**config.mk**
```make
export PLATFORM = sky130hd
export DESIGN_NAME = conv_window_mac
export DESIGN_NICKNAME = d
export VERILOG_FILES = /design/src/rtl/conv_window_mac.sv
export SDC_FILE = /design/constraint.sdc
export NUM_CORES = 2
export LEC_CHECK = 0
export CORE_ASPECT_RATIO = 1.4
export CORE_MARGIN = 1
export CORE_UTILIZATION = 40
export DETAILED_ROUTE_END_ITERATION = 8
export GPL_TIMING_DRIVEN = 0
export HOLD_SLACK_MARGIN = 0.1
export SYNTH_ARGS = -nofsm -noshare
export SYNTH_HDL_FRONTEND = slang
export SYNTH_SLANG_ARGS = --single-unit
```
**constraint.sdc**
```tcl
create_clock -name clk -period 16.7 [get_ports clk]
set_clock_uncertainty 0.05 [all_clocks]
set_input_delay 2.505 -clock clk [delete_from_list [all_inputs] [get_ports clk]]
set_output_delay 2.505 -clock clk [all_outputs]
set_load 0.02 [all_outputs]
```
**src/rtl/conv_window_mac.sv**
```systemverilog
// Window MAC consumer for the row-buffer loader: requests one FILTER_SIZE-row band per
// output row, slides the kernel across it and streams signed results on valid/ready.
module conv_window_mac #(
  parameter int IMAGE_WIDTH  = 9,
  parameter int IMAGE_HEIGHT = 9,
  parameter int FILTER_SIZE  = 3,
  parameter int ACC_W        = 20
) (
  input  logic                                     clk,
  input  logic                                     rst,
  input  logic                                     start,
  input  logic [FILTER_SIZE*FILTER_SIZE*8-1:0]     kernel_flat,
  input  logic [FILTER_SIZE*IMAGE_WIDTH*8-1:0]     row_buffer_flat,
  input  logic                                     loaded,
  output logic                                     new_buffer,
  output logic signed [ACC_W-1:0]                  out_data,
  output logic                                     out_valid,
  input  logic                                     out_ready,
  output logic [$clog2(IMAGE_HEIGHT):0]            out_row,
  output logic [$clog2(IMAGE_WIDTH):0]             out_col,
  output logic                                     busy,
  output logic                                     done
);

  localparam int OUT_H  = IMAGE_HEIGHT - FILTER_SIZE + 1;
  localparam int OUT_W  = IMAGE_WIDTH - FILTER_SIZE + 1;
  localparam int ROW_W  = $clog2(IMAGE_HEIGHT) + 1;
  localparam int COL_W  = $clog2(IMAGE_WIDTH) + 1;
  localparam int BAND_W = FILTER_SIZE * IMAGE_WIDTH * 8;
  localparam logic [ROW_W-1:0] LAST_ROW = ROW_W'(OUT_H - 1);
  localparam logic [COL_W-1:0] LAST_COL = COL_W'(OUT_W - 1);

  typedef enum logic [2:0] {
    S_IDLE, S_REQ, S_WAIT, S_COMPUTE, S_DRAIN, S_FIN
  } state_t;

  state_t                   state_q, state_d;
  logic [ROW_W-1:0]         row_q, row_d;
  logic [COL_W-1:0]         col_q, col_d;
  logic [BAND_W-1:0]        band_q, band_d;
  logic signed [ACC_W-1:0]  data_q, data_d;
  logic                     valid_q, valid_d;
  logic [ROW_W-1:0]         orow_q, orow_d;
  logic [COL_W-1:0]         ocol_q, ocol_d;

  logic signed [ACC_W-1:0]  win_sum;
  logic signed [8:0]        pix;
  logic signed [7:0]        coef;
  logic signed [16:0]       prod;
  logic                     accept;

  // Pixels are unsigned, so they get a zero sign bit before the signed multiply.
  always_comb begin
    win_sum = '0;
    pix     = '0;
    coef    = '0;
    prod    = '0;
    for (int unsigned i = 0; i < FILTER_SIZE; i++) begin
      for (int unsigned j = 0; j < FILTER_SIZE; j++) begin
        pix     = {1'b0, band_q[(i*IMAGE_WIDTH + j + 32'(col_q))*8 +: 8]};
        coef    = kernel_flat[(i*FILTER_SIZE + j)*8 +: 8];
        prod    = 17'(pix) * 17'(coef);
        win_sum = win_sum + ACC_W'(prod);
      end
    end
  end

  assign accept = valid_q && out_ready;

  always_comb begin
    state_d = state_q;
    row_d   = row_q;
    col_d   = col_q;
    band_d  = band_q;
    data_d  = data_q;
    valid_d = valid_q;
    orow_d  = orow_q;
    ocol_d  = ocol_q;
    if (accept) valid_d = 1'b0;
    unique case (state_q)
      S_IDLE: begin
        if (start) begin
          row_d   = '0;
          state_d = S_REQ;
        end
      end
      S_REQ: state_d = S_WAIT;
      S_WAIT: begin
        if (loaded) begin
          band_d  = row_buffer_flat;
          col_d   = '0;
          state_d = S_COMPUTE;
        end
      end
      S_COMPUTE: begin
        if (!valid_q || out_ready) begin
          data_d  = win_sum;
          orow_d  = row_q;
          ocol_d  = col_q;
          valid_d = 1'b1;
          if (col_q == LAST_COL) state_d = S_DRAIN;
          else                   col_d   = col_q + 1'b1;
        end
      end
      S_DRAIN: begin
        if (accept) begin
          if (row_q != LAST_ROW) begin
            row_d   = row_q + 1'b1;
            state_d = S_REQ;
          end else begin
            state_d = S_FIN;
          end
        end
      end
      S_FIN: begin
        row_d   = '0;
        state_d = S_IDLE;
      end
      default: state_d = S_IDLE;
    endcase
  end

  always_ff @(posedge clk or negedge rst) begin
    if (!rst) begin
      state_q <= S_IDLE;
      row_q   <= '0;
      col_q   <= '0;
      band_q  <= '0;
      data_q  <= '0;
      valid_q <= 1'b0;
      orow_q  <= '0;
      ocol_q  <= '0;
    end else begin
      state_q <= state_d;
      row_q   <= row_d;
      col_q   <= col_d;
      band_q  <= band_d;
      data_q  <= data_d;
      valid_q <= valid_d;
      orow_q  <= orow_d;
      ocol_q  <= ocol_d;
    end
  end

  assign new_buffer = (state_q == S_REQ);
  assign done       = (state_q == S_FIN);
  assign busy       = state_q inside {S_REQ, S_WAIT, S_COMPUTE, S_DRAIN};
  assign out_data   = data_q;
  assign out_valid  = valid_q;
  assign out_row    = orow_q;
  assign out_col    = ocol_q;

endmodule

```
==> After elaboration in Yosys (flattened, before gate mapping) <==
Cells that the tools add are included.
{ "totals": {"in_bits": 293, "reg_bits": 260, "out_inout_bits": 34, "elab_cells": 88} }
{ "op_classes": {"n_mul": 9, "n_eq_ne": 14, "n_addsub": 18, "muxes": 18, "reduce_logical": 12, "shifts": 9} }
{ "ops": {"columns": ["cell", "n"], "rows": [
  ["variable part select 216 x 10 -> 8 bit", 8],
  ["variable part select 216 x 9 -> 8 bit", 1],
  ["multiplier 9 x 8 -> 17 bit", 9],
  ["adder 20 x 17 -> 20 bit", 5],
  ["two-way mux 5 bit", 6],
  ["adder 19 x 17 -> 20 bit", 1],
  ["adder 18 x 17 -> 19 bit", 1],
  ["adder 17 x 17 -> 18 bit", 1],
  ["adder 4 x 5 -> 6 bit (first input constant)", 3],
  ["adder 5 x 5 -> 6 bit (first input constant)", 3],
  ["two-way mux 3 bit", 6],
  ["case mux 3 bit (5 select lines)", 1],
  ["case mux 5 bit (3 select lines)", 1],
  ["inequality test 2 bit (second input constant)", 7],
  ["adder 5 x 1 -> 5 bit (second input constant)", 2],
  ["case mux 5 bit (2 select lines)", 1],
  ["AND reduction 4 bit", 2],
  ["adder 1 x 5 -> 6 bit (first input constant)", 1],
  ["adder 2 x 5 -> 6 bit (first input constant)", 1],
  ["== test 3 x 2 -> 1 bit (second input constant)", 2],
  ["== test 3 bit (second input constant)", 2],
  ["== test 5 x 3 -> 1 bit (second input constant)", 1],
  ["inequality test 5 x 3 -> 1 bit (second input constant)", 1],
  ["AND reduction 5 bit", 1],
  ["other kinds (10)", 13]
]} }

==> Logic depth before layout (Yosys ltp) <==
{ "depth": {"word_depth": 11, "depth_mapped": 38, "ltp_nobuf": 34} }

==> Least setup slack after synthesis <==
Ideal clock, no wire load.
{ "synth_timing": {"path_kind": "input port to flip-flop", "start": "input port kernel_flat[55]", "end": "register data_q[17], in the netlist out_data[17]", "setup_time_ps": 132, "arrival_ps": 9386, "n_path_buf": 0, "path_stages": 24, "t_required_ps": 16518, "path_slack_ps": 7132, "cell_sequence": "clkinv_1 -> nor2_1 -> fa_1 -> fa_1 -> fa_1 -> fa_1 -> inv_1 -> fa_1 -> inv_1 -> fa_1 -> fa_1 -> fa_1 -> fa_1 -> inv_1 -> fa_1 -> inv_1 -> ha_1 -> a21o_1 -> a21oi_1 -> nor2b_1 -> a21oi_1 -> or2_2 -> a311oi_1 -> o31ai_1"} }
{ "synth_via": {"elab_chain_len": 4} }
{ "synth_lines": {"columns": ["element", "line", "rtl"], "rows": [
  ["from (decl)", "12", "input logic [FILTER_SIZE*FILTER_SIZE*8-1:0] kernel_flat,"],
  ["multiplier 9 x 8 -> 17 bit", "62", "prod = 17'(pix) * 17'(coef);"],
  ["adder 20 x 17 -> 20 bit (3 in series)", "63", "win_sum = win_sum + ACC_W'(prod);"],
  ["to (signal assigned)", "138", "data_q <= data_d;"],
  ["to (decl)", "41", "logic signed [ACC_W-1:0] data_q, data_d;"]
]} }
No other way between the ends.
A chain may end at the register's enable or synchronous reset.

==> Worst setup path in the final report <==
{ "layout_timing": {"start": "register col_q[2]", "end": "register data_q[17], in the netlist out_data[17]"} }
{ "layout_via": {"elab_chain_len": 11, "word_cells_on_any_way": 34, "cone_classes": "16 x add/sub; 9 x mul; 9 x shift"} }
{ "layout_lines": {"columns": ["element", "line", "rtl"], "rows": [
  ["from (decl)", "39", "logic [COL_W-1:0] col_q, col_d;"],
  ["from (signal assigned)", "136", "col_q <= col_d;"],
  ["adder 1 x 5 -> 6 bit", "60", "pix = {1'b0, band_q[(i*IMAGE_WIDTH + j + 32'(col_q))*8 +: 8]};"],
  ["variable part select 216 x 10 -> 8 bit", "60", null],
  ["multiplier 9 x 8 -> 17 bit", "62", null],
  ["adder 17 x 17 -> 18 bit", "63", null],
  ["adder 18 x 17 -> 19 bit", "63", null],
  ["adder 19 x 17 -> 20 bit", "63", null],
  ["adder 20 x 17 -> 20 bit (4 in series)", "63", null],
  ["adder 20 x 17 -> 20 bit *", "63", null]
]} }
Every way passes the cells marked *; elsewhere a longest branch is shown, timed or not.

==> report_table.html <==
<table>
<tr><th>Metric</th><th>Value</th></tr>
<tr><th colspan="2">Run status</th></tr>
<tr><td>Result of the run</td><td>finished, violations left</td></tr>
<tr><td>Violated checks</td><td>design-rule violations, max-capacitance violations, max-slew violations</td></tr>
<tr><th colspan="2">Timing</th></tr>
<tr><td>Total of endpoints with negative setup slack in the final report</td><td>0</td></tr>
<tr><td>Relative max-transition margin</td><td>-0.207%</td></tr>
<tr><td>Hold violation total from the final report</td><td>0</td></tr>
<tr><td>Setup_tns</td><td>0 ns</td></tr>
<tr><td>Max Slew Vio Count</td><td>1</td></tr>
<tr><td>Actual slew at the worst max-slew pin</td><td>between 1 and 1.5 ns</td></tr>
<tr><td>Post-route worst setup slack</td><td>around 5.5 ns</td></tr>
<tr><td>Unrepaired setup endpoints after global routing</td><td>no</td></tr>
<tr><td>Period utilisation layout</td><td>between 60 and 70%</td></tr>
<tr><td>Clock period minus final worst setup slack</td><td>approximately 11 ns</td></tr>
<tr><td>Fmax</td><td>89.5 MHz</td></tr>
<tr><th colspan="2">Yosys</th></tr>
<tr><td>Top cells by area in the synthesized netlist</td><td>fa_1 (30%), dfrtp_1 (17%), ha_1 (10%)</td></tr>
<tr><td>Mapped Avg Cell Area</td><td>10.4 µm²</td></tr>
<tr><td>Basic-gate share of the synthesized area counting and, or, nand and nor cells</td><td>between 10 and 15%</td></tr>
<tr><td>Commonest cells post-synth</td><td>inv_1 (727), fa_1 (568), nand2_1 (302)</td></tr>
<tr><td>Number of nets in the synthesized netlist</td><td>between 4,000 and 5,000</td></tr>
<tr><td>Synthesis-stage register bit count</td><td>between 200 and 300</td></tr>
<tr><td>Most frequent cell after synthesis</td><td>inv_1</td></tr>
<tr><td>Cell taking the most area after synthesis</td><td>fa_1</td></tr>
<tr><td>Flip-flop cell with the highest count after synthesis</td><td>dfrtp_1</td></tr>
<tr><td>Area share of the largest cell type after synthesis</td><td>30.4%</td></tr>
<tr><td>Multiplexer share of the synthesized area</td><td>between 10 and 15%</td></tr>
<tr><td>Gate Count Post-Synth</td><td>3,603</td></tr>
<tr><td>Synth async-reset ratio</td><td>100%</td></tr>
<tr><td>Distinct cell type count of the synthesized netlist</td><td>77</td></tr>
<tr><td>Number of flops mapped to enable cells by yosys</td><td>0</td></tr>
<tr><td>Sequential fraction of the synthesis area</td><td>17.4%</td></tr>
<tr><td>Synth Area in Compound Gates</td><td>5.22%</td></tr>
<tr><td>XOR/XNOR Fraction of Synth Area</td><td>less than 1%</td></tr>
<tr><td>Synth Warn #</td><td>0</td></tr>
<tr><td>Post-synthesis share of cell area spent on full adders, half adders and majority gates</td><td>40.4%</td></tr>
<tr><td>Post-synthesis cell area</td><td>roughly 37,000 µm²</td></tr>
<tr><td>Largest family of logic cells by synthesized area</td><td>adder cells</td></tr>
<tr><th colspan="2">GRT</th></tr>
<tr><td>Global router's overall resource usage</td><td>slightly below 30%</td></tr>
<tr><td>Wire length of the first global-routing pass</td><td>slightly above 200,000 µm</td></tr>
<tr><td>Met3 track utilization from global routing</td><td>a little over 4%</td></tr>
<tr><td>Met2 Use GR</td><td>55.1%</td></tr>
<tr><td>Leftover overflow at the end of global routing</td><td>0</td></tr>
<tr><td>Met1 track utilization from global routing</td><td>a little under a third</td></tr>
<tr><td>Via count of the first global-routing pass</td><td>30,555</td></tr>
<tr><td>Number of antenna violations at the first check in global routing</td><td>10</td></tr>
<tr><td>GRT Max-Usage Layer</td><td>met2</td></tr>
<tr><td>Largest net degree at the start of global routing</td><td>between 100 and 150</td></tr>
<tr><th colspan="2">Floorplan</th></tr>
<tr><td>Vertical extent of the die</td><td>364 µm</td></tr>
<tr><td>Row count</td><td>~130</td></tr>
<tr><td>Initial core utilization</td><td>between 40 and 50%</td></tr>
<tr><td>Die ar.</td><td>roughly 95,000 µm²</td></tr>
<tr><td>Width of the die</td><td>around 260 µm</td></tr>
<tr><td>Core outline area</td><td>about 90,000 µm²</td></tr>
<tr><td>Ports placed on the boundary</td><td>between 300 and 400</td></tr>
<tr><th colspan="2">Worst setup path</th></tr>
<tr><td>Worst R2R End</td><td>out_data[17]</td></tr>
<tr><td>Master of the slowest instance on the critical path</td><td>a31oi_1</td></tr>
<tr><td>Data arrival at the endpoint of the critical path</td><td>approximately 12 ns</td></tr>
<tr><td>Top cell by count, worst path</td><td>fa_1</td></tr>
<tr><td>Delay contributed by the slowest stage of the critical path</td><td>between 0.8 and 0.9 ns</td></tr>
<tr><td>Req. time, crit path</td><td>about 17 ns</td></tr>
<tr><td>Worst R2R Setup Slack</td><td>around 5.5 ns</td></tr>
<tr><td>WS Path Type</td><td>reg -&gt; reg</td></tr>
<tr><td>Depth of the worst register-to-register path</td><td>29</td></tr>
<tr><td>Worst setup EP type</td><td>flop</td></tr>
<tr><td>Origin of the critical flop-to-flop path</td><td>col_q[2]</td></tr>
<tr><td>Critical Path Start</td><td>col_q[2]</td></tr>
<tr><td>Endpoint of the worst setup timing path</td><td>out_data[17]</td></tr>
<tr><td>CP Max Fanout</td><td>10</td></tr>
<tr><td>Critical path launch point type</td><td>flop</td></tr>
<tr><th colspan="2">Drt</th></tr>
<tr><td>Via count</td><td>about 28,000</td></tr>
<tr><td>Count of unresolved DRC violations after routing</td><td>40</td></tr>
<tr><td>Count of antenna-violating nets left after detailed routing</td><td>0</td></tr>
<tr><td>Routed len/inst</td><td>between 20 and 30 µm</td></tr>
<tr><td>Detailed-route vias per instance</td><td>5.33</td></tr>
<tr><td>Number of DRC violations after detailed-routing iteration 0</td><td>around 1,500</td></tr>
<tr><td>Detailed Routing Iterations Pass 1</td><td>7</td></tr>
<tr><td>Wirelength, routed</td><td>137,000 µm</td></tr>
<tr><th colspan="2">Clock tree</th></tr>
<tr><td>Number of H-tree levels</td><td>1</td></tr>
<tr><td>CTS tree</td><td>built</td></tr>
<tr><td>Clock tree root buffer cell</td><td>clkbuf_16</td></tr>
<tr><td>Clock latency on the worst-skew pair</td><td>approximately 0.61 ns</td></tr>
<tr><td>Count of buffers added by post-CTS timing repair for setup</td><td>0</td></tr>
<tr><td>Number of instances resized during post-cts repair</td><td>0</td></tr>
<tr><td>Sinks on Clock Net</td><td>260</td></tr>
<tr><td>Number of buffers added by the clock tree synthesis step</td><td>28</td></tr>
<tr><td># hold bufs at CTS</td><td>0</td></tr>
<tr><td>Buffers from clock root to sink, at most</td><td>3</td></tr>
<tr><td>Clk pin slew, worst setup/hold paths</td><td>about 0.060 ns</td></tr>
<tr><th colspan="2">Final layout</th></tr>
<tr><td>Post-layout net count</td><td>approximately 5,000</td></tr>
<tr><td>Non-filler instance count after layout</td><td>slightly above 5,000</td></tr>
<tr><td>Fillers</td><td>around 9,000</td></tr>
<tr><td>Proportion of layout cells with a drive suffix above 1</td><td>around 12%</td></tr>
<tr><td>Layout-stage area growth over the synthesis result</td><td>15.5%</td></tr>
<tr><th colspan="2">Place</th></tr>
<tr><td>Dpl cells</td><td>just over 5,000</td></tr>
<tr><td>Number of port buffers</td><td>roughly 330</td></tr>
<tr><td>RD Place Congestion</td><td>1.03</td></tr>
<tr><td>Half-perimeter wire length after placement</td><td>around 120,000 µm</td></tr>
<tr><td>Worst slack at placement</td><td>5.12 ns</td></tr>
<tr><th colspan="2">Job</th></tr>
<tr><td>Number of max-capacitance violations reported</td><td>1</td></tr>
<tr><th colspan="2">Worst hold path</th></tr>
<tr><td>Worst hold path depth</td><td>2</td></tr>
<tr><td>Type of the tightest min-delay check</td><td>reg -&gt; reg</td></tr>
</table>
==> state kept, by name, indices dropped and copies added, names as in the netlist <==
| signal | count |
|---|---|
| band_q | 216 |
| out_data | 20 |
| col_q | 5 |
| out_col | 5 |
| out_row | 5 |
| row_q | 5 |
| state_q | 3 |
| out_valid | 1 |
==> kinds of logic (layout without fill, tap and decap cells) <==
group | count (synthesis) | count (layout)
multiplexers | 428 | 428
flip-flops | 260 | 260
XOR/XNOR | 33 | 33
other | 0 | 9
AO/OA/AOI/OAI | 280 | 280
adder cells (fa/ha/maj) | 866 | 866
buffers and inverters | 847 | 1224
AND/OR/NAND/NOR | 889 | 889
==> placed cells by master (no fill, tap or decap), drive strengths merged, types with 3 or more instances in the layout <==
cell	n
a211o	4
a211oi	38
a21o	4
a21oi	98
a22o	3
a22oi	6
a311oi	8
a31o	3
a31oi	14
and2	284
and3	4
buf	77
clkbuf	83
clkdlybuf4s50	325
clkinv	5
dfrtp	260
diode	9
fa	568
ha	298
inv	732
mux2	242
mux2i	105
mux4	81
nand2	302
nand2b	38
nand3	13
nand4	3
nor2	113
nor2b	106
nor3	6
o21a	5
o21ai	61
o221ai	4
o22ai	13
o31ai	6
or2	14
xnor2	26
xor2	7
==> how the worst min path moves through the flow <==
stage                       startpoint  slack, ns            to
after floorplan              band_q[2]       0.42     band_q[2]
after global placement    out_data[16]       0.42  out_data[16]
after detailed placement  out_data[17]       0.42  out_data[17]
after CTS                 out_data[12]       0.44  out_data[12]
after global routing      out_data[12]       0.47  out_data[12]
final                     out_data[16]       0.44  out_data[16]
==> worst max-delay path: cells and delay by family, from the launching register on <==
kind | cells | cell delay [ns]
AND/OR/NAND/NOR | 4 | 1.13
flip-flops | 1 | 0.32
adder cells (fa/ha/maj) | 11 | 5.37
AO/OA/AOI/OAI | 6 | 2.27
buffers and inverters | 8 | 1.85
==> metal layers <==
| metal | part of all wire, % | routed length [µm] | up-vias |
|---|---|---|---|
| met5 | 0.029 | 40 | - |
| met1 | 34 | 46400 | 14288 |
| met4 | 7.9 | 10700 | 6 |
| met2 | 53 | 73000 | 916 |
| met3 | 4.8 | 6510 | 350 |
| li1 | - | - | 12118 |
==> final cells by class <==
cell class	instances	area (µm²)	share of cell area, %
Tap cell	1206	1510	3.49
Sequential cell	260	6510	15.1
Inverter	732	2750	6.36
Clock inverter	7	108	0.249
Antenna cell	9	22.5	0.0521
Buffer	115	664	1.54
Clock buffer	40	816	1.89
Timing Repair Buffer	330	3340	7.72
Multi-Input combinational cell	2496	27500	63.6
==> metrics by stage <==
stage	util, %	instance area (µm²)	hold WS, ns
after CTS	46.6	43200	0.439
after global placement	45.5	42200	0.416
after global routing	46.6	43200	0.465
after floorplan	-	37400	0.423
after detailed placement	45.6	42300	0.424
final	46.6	43200	0.435
Power is not shown: default switching activity piles up to over one toggle a cycle in this logic, so the estimate is an artifact.
